## src/rtl/vendor_specific_info_frame_rx.sv

```systemverilog
// Sink-side parser for HDMI Vendor-Specific InfoFrames: checksum check, HF-VSIF ALLM and
// Dolby low-latency decode, plus per-OUI frame timeouts that clear stale flags.
module vendor_specific_info_frame_rx #(
    parameter int unsigned TIMEOUT_FRAMES = 4
) (
    input  logic        clk_pixel,
    input  logic        reset_n,
    input  logic        pkt_valid,
    input  logic        pkt_start,
    input  logic [7:0]  pkt_byte,
    input  logic        vsync,
    output logic        allm,
    output logic        dolby_ll,
    output logic        dolby_game,
    output logic [23:0] oui,
    output logic        pkt_done,
    output logic        pkt_error
);

    localparam logic [7:0]  VSIF_TYPE = 8'h81;
    localparam logic [23:0] OUI_HF    = 24'hC45DD8;
    localparam logic [23:0] OUI_DV    = 24'h00D046;
    localparam logic [4:0]  HB2_IDX   = 5'd2;
    localparam logic [4:0]  LAST_IDX  = 5'd27;
    localparam logic [4:0]  MAX_LEN   = 5'd27;
    localparam logic [7:0]  TMO       = 8'(TIMEOUT_FRAMES);

    typedef enum logic [1:0] {
        ST_IDLE  = 2'd0,
        ST_HDR   = 2'd1,
        ST_BODY  = 2'd2,
        ST_CHECK = 2'd3
    } state_t;

    function automatic logic [7:0] csum_acc(input logic [7:0] acc, input logic [7:0] data);
        return acc + data;
    endfunction

    state_t      state_r, state_s;
    logic [4:0]  idx_r, idx_s;
    logic [7:0]  sum_r, sum_s;
    logic        drop_r, drop_s;
    logic [4:0]  len_r, len_s;
    logic [7:0]  pb1_r, pb1_s;
    logic [7:0]  pb2_r, pb2_s;
    logic [7:0]  pb3_r, pb3_s;
    logic        pb4_ll_r, pb4_ll_s;
    logic        pb5_allm_r, pb5_allm_s;
    logic        pb5_game_r, pb5_game_s;

    logic        vsync_r;
    logic [7:0]  hf_cnt_r, hf_cnt_s;
    logic [7:0]  dv_cnt_r, dv_cnt_s;

    logic        start_s;
    logic        in_check_s;
    logic        len_bad_s;
    logic        sum_ok_s;
    logic [23:0] rx_oui_s;
    logic        commit_s;
    logic        reject_s;
    logic        commit_hf_s;
    logic        commit_dv_s;
    logic        vsync_rise_s;

    logic        allm_s;
    logic        dolby_ll_s;
    logic        dolby_game_s;
    logic [23:0] oui_s;

    // Packet parser state and latched fields.
    always_ff @(posedge clk_pixel) begin
        if (!reset_n) begin
            state_r    <= ST_IDLE;
            idx_r      <= 5'd0;
            sum_r      <= 8'd0;
            drop_r     <= 1'b0;
            len_r      <= 5'd0;
            pb1_r      <= 8'd0;
            pb2_r      <= 8'd0;
            pb3_r      <= 8'd0;
            pb4_ll_r   <= 1'b0;
            pb5_allm_r <= 1'b0;
            pb5_game_r <= 1'b0;
        end else begin
            state_r    <= state_s;
            idx_r      <= idx_s;
            sum_r      <= sum_s;
            drop_r     <= drop_s;
            len_r      <= len_s;
            pb1_r      <= pb1_s;
            pb2_r      <= pb2_s;
            pb3_r      <= pb3_s;
            pb4_ll_r   <= pb4_ll_s;
            pb5_allm_r <= pb5_allm_s;
            pb5_game_r <= pb5_game_s;
        end
    end

    // Parser next-state: a start byte always restarts at HB0, even in CHECK.
    always_comb begin
        state_s    = state_r;
        idx_s      = idx_r;
        sum_s      = sum_r;
        drop_s     = drop_r;
        len_s      = len_r;
        pb1_s      = pb1_r;
        pb2_s      = pb2_r;
        pb3_s      = pb3_r;
        pb4_ll_s   = pb4_ll_r;
        pb5_allm_s = pb5_allm_r;
        pb5_game_s = pb5_game_r;
        start_s    = pkt_valid & pkt_start;

        if (start_s) begin
            state_s = ST_HDR;
            idx_s   = 5'd1;
            sum_s   = pkt_byte;
            drop_s  = (pkt_byte != VSIF_TYPE);
        end else begin
            case (state_r)
                ST_IDLE: begin
                    state_s = ST_IDLE;
                end
                ST_HDR: begin
                    if (pkt_valid) begin
                        sum_s = csum_acc(sum_r, pkt_byte);
                        if (idx_r == HB2_IDX) begin
                            len_s   = pkt_byte[4:0];
                            idx_s   = 5'd0;
                            state_s = ST_BODY;
                        end else begin
                            idx_s = idx_r + 5'd1;
                        end
                    end else begin
                        state_s = ST_HDR;
                    end
                end
                ST_BODY: begin
                    if (pkt_valid) begin
                        // Bytes past PB[L] are consumed but stay out of the checksum.
                        if (idx_r <= len_r) begin
                            sum_s = csum_acc(sum_r, pkt_byte);
                        end else begin
                            sum_s = sum_r;
                        end
                        case (idx_r)
                            5'd1:    pb1_s = pkt_byte;
                            5'd2:    pb2_s = pkt_byte;
                            5'd3:    pb3_s = pkt_byte;
                            5'd4:    pb4_ll_s = pkt_byte[0];
                            5'd5: begin
                                pb5_allm_s = pkt_byte[1];
                                pb5_game_s = pkt_byte[5];
                            end
                            default: pb1_s = pb1_r;
                        endcase
                        if (idx_r == LAST_IDX) begin
                            state_s = ST_CHECK;
                        end else begin
                            idx_s = idx_r + 5'd1;
                        end
                    end else begin
                        state_s = ST_BODY;
                    end
                end
                ST_CHECK: begin
                    state_s = ST_IDLE;
                end
                default: begin
                    state_s = ST_IDLE;
                end
            endcase
        end
    end

    // Verdict for the packet sitting in CHECK.
    always_comb begin
        in_check_s   = (state_r == ST_CHECK);
        len_bad_s    = (len_r > MAX_LEN);
        sum_ok_s     = (sum_r == 8'h00);
        rx_oui_s     = {pb3_r, pb2_r, pb1_r};
        commit_s     = in_check_s & ~drop_r & ~len_bad_s & sum_ok_s;
        reject_s     = in_check_s & ~drop_r & (len_bad_s | ~sum_ok_s);
        commit_hf_s  = commit_s & (rx_oui_s == OUI_HF);
        commit_dv_s  = commit_s & (rx_oui_s == OUI_DV);
        vsync_rise_s = vsync & ~vsync_r;
    end

    // Flag and timeout next-values; a commit takes priority over a vsync edge.
    always_comb begin
        allm_s       = allm;
        dolby_ll_s   = dolby_ll;
        dolby_game_s = dolby_game;
        hf_cnt_s     = hf_cnt_r;
        dv_cnt_s     = dv_cnt_r;

        if (commit_s) begin
            oui_s = rx_oui_s;
        end else begin
            oui_s = oui;
        end

        if (commit_hf_s) begin
            allm_s   = pb5_allm_r;
            hf_cnt_s = 8'd0;
        end else if (vsync_rise_s && (hf_cnt_r < TMO)) begin
            hf_cnt_s = hf_cnt_r + 8'd1;
            if (hf_cnt_s == TMO) begin
                allm_s = 1'b0;
            end else begin
                allm_s = allm;
            end
        end else begin
            hf_cnt_s = hf_cnt_r;
        end

        if (commit_dv_s) begin
            dolby_ll_s   = pb4_ll_r;
            dolby_game_s = pb5_game_r;
            dv_cnt_s     = 8'd0;
        end else if (vsync_rise_s && (dv_cnt_r < TMO)) begin
            dv_cnt_s = dv_cnt_r + 8'd1;
            if (dv_cnt_s == TMO) begin
                dolby_ll_s   = 1'b0;
                dolby_game_s = 1'b0;
            end else begin
                dolby_ll_s   = dolby_ll;
                dolby_game_s = dolby_game;
            end
        end else begin
            dv_cnt_s = dv_cnt_r;
        end
    end

    // Registered outputs, pulses and timeout counters.
    always_ff @(posedge clk_pixel) begin
        if (!reset_n) begin
            allm       <= 1'b0;
            dolby_ll   <= 1'b0;
            dolby_game <= 1'b0;
            oui        <= 24'd0;
            pkt_done   <= 1'b0;
            pkt_error  <= 1'b0;
            vsync_r    <= 1'b0;
            hf_cnt_r   <= 8'd0;
            dv_cnt_r   <= 8'd0;
        end else begin
            allm       <= allm_s;
            dolby_ll   <= dolby_ll_s;
            dolby_game <= dolby_game_s;
            oui        <= oui_s;
            pkt_done   <= commit_s;
            pkt_error  <= reject_s;
            vsync_r    <= vsync;
            hf_cnt_r   <= hf_cnt_s;
            dv_cnt_r   <= dv_cnt_s;
        end
    end

endmodule

```

## config.mk

```make
export PLATFORM = sky130hd
export DESIGN_NAME = vendor_specific_info_frame_rx
export DESIGN_NICKNAME = d
export VERILOG_FILES = /design/src/rtl/vendor_specific_info_frame_rx.sv
export SDC_FILE = /design/constraint.sdc
export NUM_CORES = 1
export LEC_CHECK = 0
export CORE_MARGIN = 1
export CORE_UTILIZATION = 30
export CTS_CLUSTER_SIZE = 40
export DETAILED_ROUTE_END_ITERATION = 10
export GPL_ROUTABILITY_DRIVEN = 1
export PLACE_DENSITY = 0.48
export SYNTH_ARGS = -nofsm -noshare
export SYNTH_HDL_FRONTEND = slang
export SYNTH_SLANG_ARGS = --single-unit
```

## constraint.sdc

```tcl
create_clock -name clk_pixel -period 4.75 [get_ports clk_pixel]
set_clock_uncertainty 0.15 [all_clocks]
set_input_delay 0.95 -clock clk_pixel [delete_from_list [all_inputs] [get_ports clk_pixel]]
set_output_delay 0.95 -clock clk_pixel [all_outputs]
set_load 0.05 [all_outputs]
```

==> key figures <==
Detailed routing
  – WL/cell: 14.6 um
  – Avg Vias per Cell: 4.74
  – Total wire length: 9880 um
  – DRT iter0 DRCs: 154
  – Drt first pass iters: 4
  – Post-DRT Antenna Nets: 0
  – Routed via count: 3198
  – Remaining DRCs: 0

Clock network
  – Htree depth: 3
  – TritonCTS clock tree: done
  – Worst-skew pair later-pin latency: 0.35 ns
  – Post-CTS setup buffer count: 0
  – Root Buffer: clkbuf_16
  – CTS Buf Count: 9
  – Post-cts sizing count: 0
  – CTS Hold Buffers Added: 0
  – Sink Count: 94
  – Clock slew at reported path FFs: 0.07 ns
  – CTS Buffer Depth: 2

Pwr
  – Internal Pwr Total: 1.30 mW
  – Total power: 1.71 mW
  – Psw: 414 uW
  – P_leak: 2.24 nW
  – Sequential power share: 0.476
  – Switching Share: 0.242
  – Combinational Power Share: 0.076
  – Peak supply drop: 161 uV
  – Power per cell area: 337 mW/mm^2
  – Clock power share: 0.449

Synthesis
  – Dominant cell type by area after synthesis: dfxtp_1
  – Seq cells post-synth: 94
  – Async set-or-reset flop fraction in the synthesized netlist: 0
  – Synth cell types: 54
  – Main flop type after synthesis: dfxtp_1
  – EDFF count, synth: 0
  – Mean Syn Cell Area: 9.19 sq um
  – Synth top area cells: dfxtp_1, mux2i_1, ha_1
  – Post-synth top area share: 0.448
  – Sequential area share after synthesis: 0.448
  – Mapped Area: 0.00420 sq mm
  – Syn Nets: 491
  – Cells after Synth: 457
  – Synth warnings: 0

Floorplanning
  – Initial core utilization: 0.312
  – Core area: 0.0135 sq mm
  – Core Rows: 42
  – Die H: 120 um
  – Die area: 0.0145 sq mm
  – Number of I/O pins: 42
  – Chip width: 120 um

GRT
  – Grt ovf: 0
  – GR peak layer: met2
  – Met3 usage: 0.0377
  – Vias in the first global route: 3049
  – Met1 Use GR: 0.198
  – First-pass GRT wire length: 16200 um
  – Initial antenna violation count: 0
  – Largest net degree at the start of global routing: 33
  – M2 GR Usage: 0.220
  – Gr usage total: 0.145

Final layout
  – Non-Filler Instances: 675
  – N_diodes: 0
  – Register area: 0.00188 sq mm
  – Area of the multi-input gates: 0.00216 sq mm
  – Most common cell after layout, fill and taps aside: dfxtp_1
  – Most frequent cells in the layout: dfxtp_1, nor2_1, mux2i_1, nand2_1, clkdlybuf4s50_1
  – Area added between synthesis and finish: 20.9%
  – Filler Cells Inserted: 1379
  – Final design utilization: 0.378
  – Fraction of layout cells with a size suffix above 1: 0.0681
  – Nets: 528
  – Final instance area: 0.00508 sq mm

STA
  – Final hold violation count: 0
  – Min Hold Slack: 0.279 ns
  – Final setup vio count: 0
  – Unrepaired setup endpoints after global routing: false
  – Worst slew pin tran: 0.730 ns
  – Final setup TNS: 0 ns
  – Max Slew Vio Count: 0
  – Min Tclk post-route: 3.20 ns
  – Post-route clock period utilization: 0.673
  – Slew HR: 0.509
  – Fmax: 0.313 GHz
  – Fin worst setup slack: 1.55 ns

Critical path
  – Worst path cell trace: clkdlybuf4s50_1, ha_1, fa_1, a21o_1, a21oi_1, o21bai_1, a21oi_1, xnor2_1, a41o_1
  – Worst Path Arrival: 3.29 ns
  – Crit path largest cell delay: 0.60 ns
  – Critical path depth: 9
  – Crit path kind: in -> reg
  – R2R cell count: 7
  – Worst Path Max Fanout: 8
  – CP max-delay cell: clkdlybuf4s50_1
  – Worst setup SP type: input port
  – CP Capture Type: flip-flop
  – Buf/Inv on CP: 1
  – Most used cell, CP: a21oi_1
  – Worst EP required: 4.84 ns
  – Cell family with most CP delay: compound AO/OA/AOI/OAI gates

Worst hold path
  – Hold Path Class: reg -> reg
  – Hold depth: 2

Placed design
  – Hpwl dp: 7030 um
  – DP Cell Count: 659
  – Placement Cell Area: 0.00476 sq mm
  – Input/output buffers: 41
  – Gp weighted congestion: 0.783
  – Place WS: 1.20 ns

Outcome
  – Outcome: finished clean

Job
  – Max Cap Viol: 0
==> tightest hold or removal path, stage by stage (launching register included) <==
cell     delay (ns)
dfxtp_1        0.31
inv_1          0.05
nor2_1         0.03
==> Yosys cell counts (2+ instances only) <==
library cell and count:
inv_1 14, o21ai_0 8, a311oi_1 3, nor4_2 2
a31oi_1 3, buf_2 3, nand3b_1 3, nand3_1 27
nor2b_1 3, nor2_2 2, and3_1 7, o21bai_1 2
a21o_1 7, nand2_2 2, nand4_1 4, xnor2_1 6
xor2_1 6, nor3_1 2, nand2_1 42, nor4_1 5
mux2i_1 45, ha_1 20, clkbuf_1 10, a21oi_1 35
dfxtp_1 94, buf_4 3, nor4b_1 4, buf_1 2
buf_6 2, nor2_1 63, nand2b_1 5
==> state kept, by name (all words and copies together), names as in the netlist, 2 cells and up <==
signal and flops:
oui 24, dv_cnt_r 8, hf_cnt_r 8, pb1_r 8, pb2_r 8, pb3_r 8, sum_r 8, idx_r 5
len_r 5, state_r 2
==> cells by family after synthesis <==
kind of cell | synth area share
buffers and inverters | 0.0375
AND/OR/NAND/NOR | 0.218
XOR/XNOR | 0.0250
AO/OA/AOI/OAI | 0.0995
multiplexers | 0.107
flip-flops | 0.448
adder cells (fa/ha/maj) | 0.0643
==> worst paths after layout <==
check | from | endpoint | slack, ns
setup / recovery | pkt_byte[0] | sum_r[6]$_SDFFE_PN0P_ | 1.55
setup reg to reg | idx_r[3]$_SDFFE_PP0P_ | sum_r[7]$_SDFFE_PN0P_ | 2.30
hold reg to reg | dv_cnt_r[7]$_SDFFE_PP0N_ | dv_cnt_r[7]$_SDFFE_PP0N_ | 0.28
hold / removal | dv_cnt_r[7]$_SDFFE_PP0N_ | dv_cnt_r[7]$_SDFFE_PP0N_ | 0.28
==> routing by layer <==
metal,share of wire,wire length [um]
met5,0,0
met4,0.014,141
met3,0.036,354
met2,0.43,4290
met1,0.52,5100
==> power groups by stage <==
stage,combinational [mW],clock (mW),sequential (mW)
finish,0.130,0.768,0.813
global route,0.147,0.824,0.815
CTS,0.131,0.793,0.813
detailed placement,0.130,0,0.831
global placement,0.129,0,0.831
floorplan,0.0904,0,0.828
==> layout make-up <==
cell class	instances	area share
Multi-Input combinational cell	329	0.425
Sequential cell	94	0.370
Timing Repair Buffer	46	0.0882
Clock inverter	5	0.0126
Clock buffer	11	0.0498
Tap cell	176	0.0433
Inverter	14	0.0103
Power figures use the tool's default switching activity.
==> variant 1: new RTL, same settings <==
The 4 states of `state_t` get a one-hot encoding in 4 bits.
--- a/src/rtl/vendor_specific_info_frame_rx.sv
+++ b/src/rtl/vendor_specific_info_frame_rx.sv
@@ -25,11 +25,11 @@
     localparam logic [4:0]  MAX_LEN   = 5'd27;
     localparam logic [7:0]  TMO       = 8'(TIMEOUT_FRAMES);
 
-    typedef enum logic [1:0] {
-        ST_IDLE  = 2'd0,
-        ST_HDR   = 2'd1,
-        ST_BODY  = 2'd2,
-        ST_CHECK = 2'd3
+    typedef enum logic [3:0] {
+        ST_IDLE  = 4'b0001,
+        ST_HDR   = 4'b0010,
+        ST_BODY  = 4'b0100,
+        ST_CHECK = 4'b1000
     } state_t;
 
     function automatic logic [7:0] csum_acc(input logic [7:0] acc, input logic [7:0] data);
Check against the original RTL: no difference found for any inputs over 10 cycles, from zero or initial values and one cycle with reset_n low; not proved beyond that.
==> variant 1 against the unedited design <==
Cell area increased by 3.2%. Non-clock buffer count decreased by 1. Clock power decreased by 2%. Total power decreased by 0.58%. Sequential share of layout area decreased by 0.39 points. Setup slack got worse by 8.9 ps. Wire length increased by 4.8%. Count of clock-buffer cells in the layout increased by 1. Area after synthesis increased by 3.4%. Critical path depth decreased by 2. Synthesized cell count increased by 0.88%. Sequential cell count increased by 2. Hold slack got worse by 2.1 ps.
==> variant 1: results <==
worst_setup_path:
  cp_slowest_stage_delay_ps: 660
  critPathLaunch: "pkt_valid"
  crit_family: "simple AND/OR/NAND/NOR gates"
  critical_path_peak_fanout: 11
pwr:
  pg_seq_w: 0.000828
  ir_worst_vdd_mv: 0.1496
  clkPwrFrac: 0.443
  power.leakage_nw: 1.939
  power_switching_share: 0.2327
  powerDensity_mw_per_mm2: 324.4
outcome:
  status: "completed"
global_routing:
  use_met1: 0.1964
  grtUsageMet3: 0.02277
  grt_pass1_wl_mm: 17.13
  grt_max_degree: 39
  grt_use_met2: 0.2423
  track_usage: 0.1499
drt:
  dr.first_iter.drc_count: 144
  m1WireLength_mm: 5.061
  dr_wl_met3_um: 302
  wl_met2_mm: 4.797
  routed_wl_mm: 10.35
  dr_total_vias: 3302
synth:
  ys_seq_area_frac: 0.4427
  ys_types: 51
  synth_nets: 495
  synth_area_leaders: "dfxtp_1 44%, mux2i_1 12%, ha_1 5.8%, nor2b_1 5.3%, nor2_1 4.4%"
  synth_common_cells: "96 x dfxtp_1, 53 x mux2i_1, 51 x nor2_1"
  avgSynthCellArea_sq_um: 9.418
cells_and_area:
  drive_gt1_frac: 0.05159
  fin_util: 0.3749
  fillers: 1405
  nNetsFinal: 533
  layout.cells.non_filler: 684
placement:
  gp_congestion: 0.8394
  place_ws_ps: 1193
  numPlacedInstances: 668
  placed_area_sq_mm: 0.004936
  dp_hpwl_mm: 7.472
cts:
  hold_buffers: 0
  htree_levels: 3
  cts-root-buf: "clkbuf_16"
min_path:
  min-delay-start: "dv_cnt_r[3]"
sta:
  tightest_slew_ps: 824.0
-- variant 1: cell families (layout without fill, tap and decap cells) --
kind of cell             Yosys count  after routing  synth area share
flip-flops                        96             96            0.4427
AND/OR/NAND/NOR                  191            191            0.2424
XOR/XNOR                           9              9           0.01816
multiplexers                      53             53            0.1222
adder cells (fa/ha/maj)           21             21           0.06225
buffers and inverters             33             76           0.02997
AO/OA/AOI/OAI                     58             58           0.08242
-- variant 1: layout make-up --
class | count | area share
multi-input combinational | 332 | 0.4371
sequential | 96 | 0.3665
timing repair buffer | 45 | 0.08399
clock buffer | 12 | 0.04891
tap | 180 | 0.04295
inverter | 15 | 0.01074
clock inverter | 4 | 0.009783
-- variant 1: final timing paths --
check / end / slack [ps] / cells past startpoint
max: pb3_r[3] / 1540 / 7
min: dv_cnt_r[3] / 280 / 2
max reg2reg: sum_r[7] / 2160 / 7
min reg2reg: dv_cnt_r[3] / 280 / 2
==> variant 2: new RTL, same settings <==
Without the edit above. The localparam `MAX_LEN` goes from 5'd27 to 5'd16.
--- a/src/rtl/vendor_specific_info_frame_rx.sv
+++ b/src/rtl/vendor_specific_info_frame_rx.sv
@@ -22,7 +22,7 @@
     localparam logic [23:0] OUI_DV    = 24'h00D046;
     localparam logic [4:0]  HB2_IDX   = 5'd2;
     localparam logic [4:0]  LAST_IDX  = 5'd27;
-    localparam logic [4:0]  MAX_LEN   = 5'd27;
+    localparam logic [4:0]  MAX_LEN   = 5'd16;
     localparam logic [7:0]  TMO       = 8'(TIMEOUT_FRAMES);
 
     typedef enum logic [1:0] {
Function: same outputs for any inputs over 10 cycles, from zero or initial values and one cycle with reset_n low; that may be too few to reach the edited logic, so the function may still have changed.
==> variant 2 against the unedited design <==
Largest cell class unchanged. Area after synthesis increased by 2.1%. Sequential cell count did not move. Total power down 3.2%. Critical path type unchanged. Wire length is 3.8% higher. Critical path depth fell by 2. Count of clock-buffer cells in the layout unchanged. Synthesized cell count rose by 3.3%. Setup slack improved by 150 ps. Hold slack lost 3.2 ps. Via count is 6.0% higher. Sequential share of layout area fell by 0.44 points. Cell area increased by 1.2%.
==> variant 2: results <==
cells_and_area:
  nNetsFinal: 539
  nMultiInputCombCells: 338
  signal_buffers: 44
  multi_input_area_share: 0.4359
  top_register: "oui"
  clk_share: 0.05695
  nonClkBufAreaFrac: 0.08421
  drive_gt1_frac: 0.05098
  num-nonclk-inverters: 18
synth:
  synth_nets: 506
  synth_area_leaders: "dfxtp_1 44%, mux2i_1 11%, nor2_1 6.1%, ha_1 5.8%, nand2_1 3.1%"
  synth_common_cells: "94 x dfxtp_1, 70 x nor2_1, 47 x mux2i_1"
  ys_types: 52
  synthMuxAreaShare: 0.1097
  ys_seq_area_frac: 0.4386
  synth_flop_cell: "dfxtp_1"
  synth-xor-area-share: 0.01633
  synth_compound_area_frac: 0.09216
  synthAdderAreaFrac: 0.06299
drt:
  via_per_inst: 4.912
  avgRoutedWirePerCell_um: 14.87
  dr.first_iter.drc_count: 161
global_routing:
  grt_pass1_vias: 3197
  grt_pass1_wl_mm: 16.64
  track_usage: 0.1481
  grt_max_degree: 57
worst_setup_path:
  cp_slowest_stage_delay_ps: 670
  crit_family: "buffers and inverters"
  critical_path_peak_fanout: 7
  cp.arrival_ps: 3120
cts:
  cts_made_buffers: 9
sta:
  max_slew_margin: 0.3153
pwr:
  ir_worst_vdd_mv: 0.1337
  power.leakage_nw: 2.185
placement:
  dp_hpwl_mm: 7.265
  gp_congestion: 0.8758
outcome:
  status: "completed"
==> variant 2: cell types whose count changed in the layout (fill, tap and decap cells not counted), sizes merged, moves of 6 or more <==
cell | unedited run | this run
a21o | 7 | 0
a21oi | 35 | 25
and2 | 2 | 8
nand2 | 45 | 35
nand3 | 27 | 19
nor2 | 65 | 71
nor3 | 2 | 8
==> variant 2: report_power, final <==
part           switching [W]  internal [W]
Clock               0.000305      0.000409
Combinational      0.0000779     0.0000500
Sequential         0.0000130      0.000800
Total               0.000396       0.00126
==> variant 2: per-stage QoR <==
stage / cell area [sq um] / hold slack [ps] / util / setup WS (ps) / instances
after global routing: 5141 / 291.6 / 0.3690 / 1564 / 690
after floorplan: 4290 / 258.0 / - / 2312 / 472
after CTS: 5141 / 278.6 / 0.3690 / 1755 / 690
final: 5141 / 275.7 / 0.3690 / 1701 / 690
after global placement: 4848 / 267.6 / 0.3479 / 1399 / 674
after detailed placement: 4848 / 268.3 / 0.3479 / 1378 / 674
==> variant 2: final timing paths <==
| path | start | to | slack [ps] | cells past startpoint |
|---|---|---|---|---|
| max | pkt_byte[1] | sum_r[7] | 1700 | 7 |
| min reg2reg | dv_cnt_r[5] | dv_cnt_r[5] | 280 | 2 |
| min | dv_cnt_r[5] | dv_cnt_r[5] | 280 | 2 |
| max reg2reg | idx_r[2] | sum_r[2] | 2290 | 6 |
==> variant 2: metal layers <==
metal	GRT usage	vias up	share of wire
met1	0.1980	1606	0.49
met4	0.05710	0	0.0057
met5	0	-	0
li1	-	1725	-
met3	0.03745	6	0.030
met2	0.2283	52	0.47
==> variant 2: tightest hold or removal path, cell delays in order, from the launching register on <==
cell and delay [ps]:
dfxtp_1 310, inv_1 40, nor2_1 30
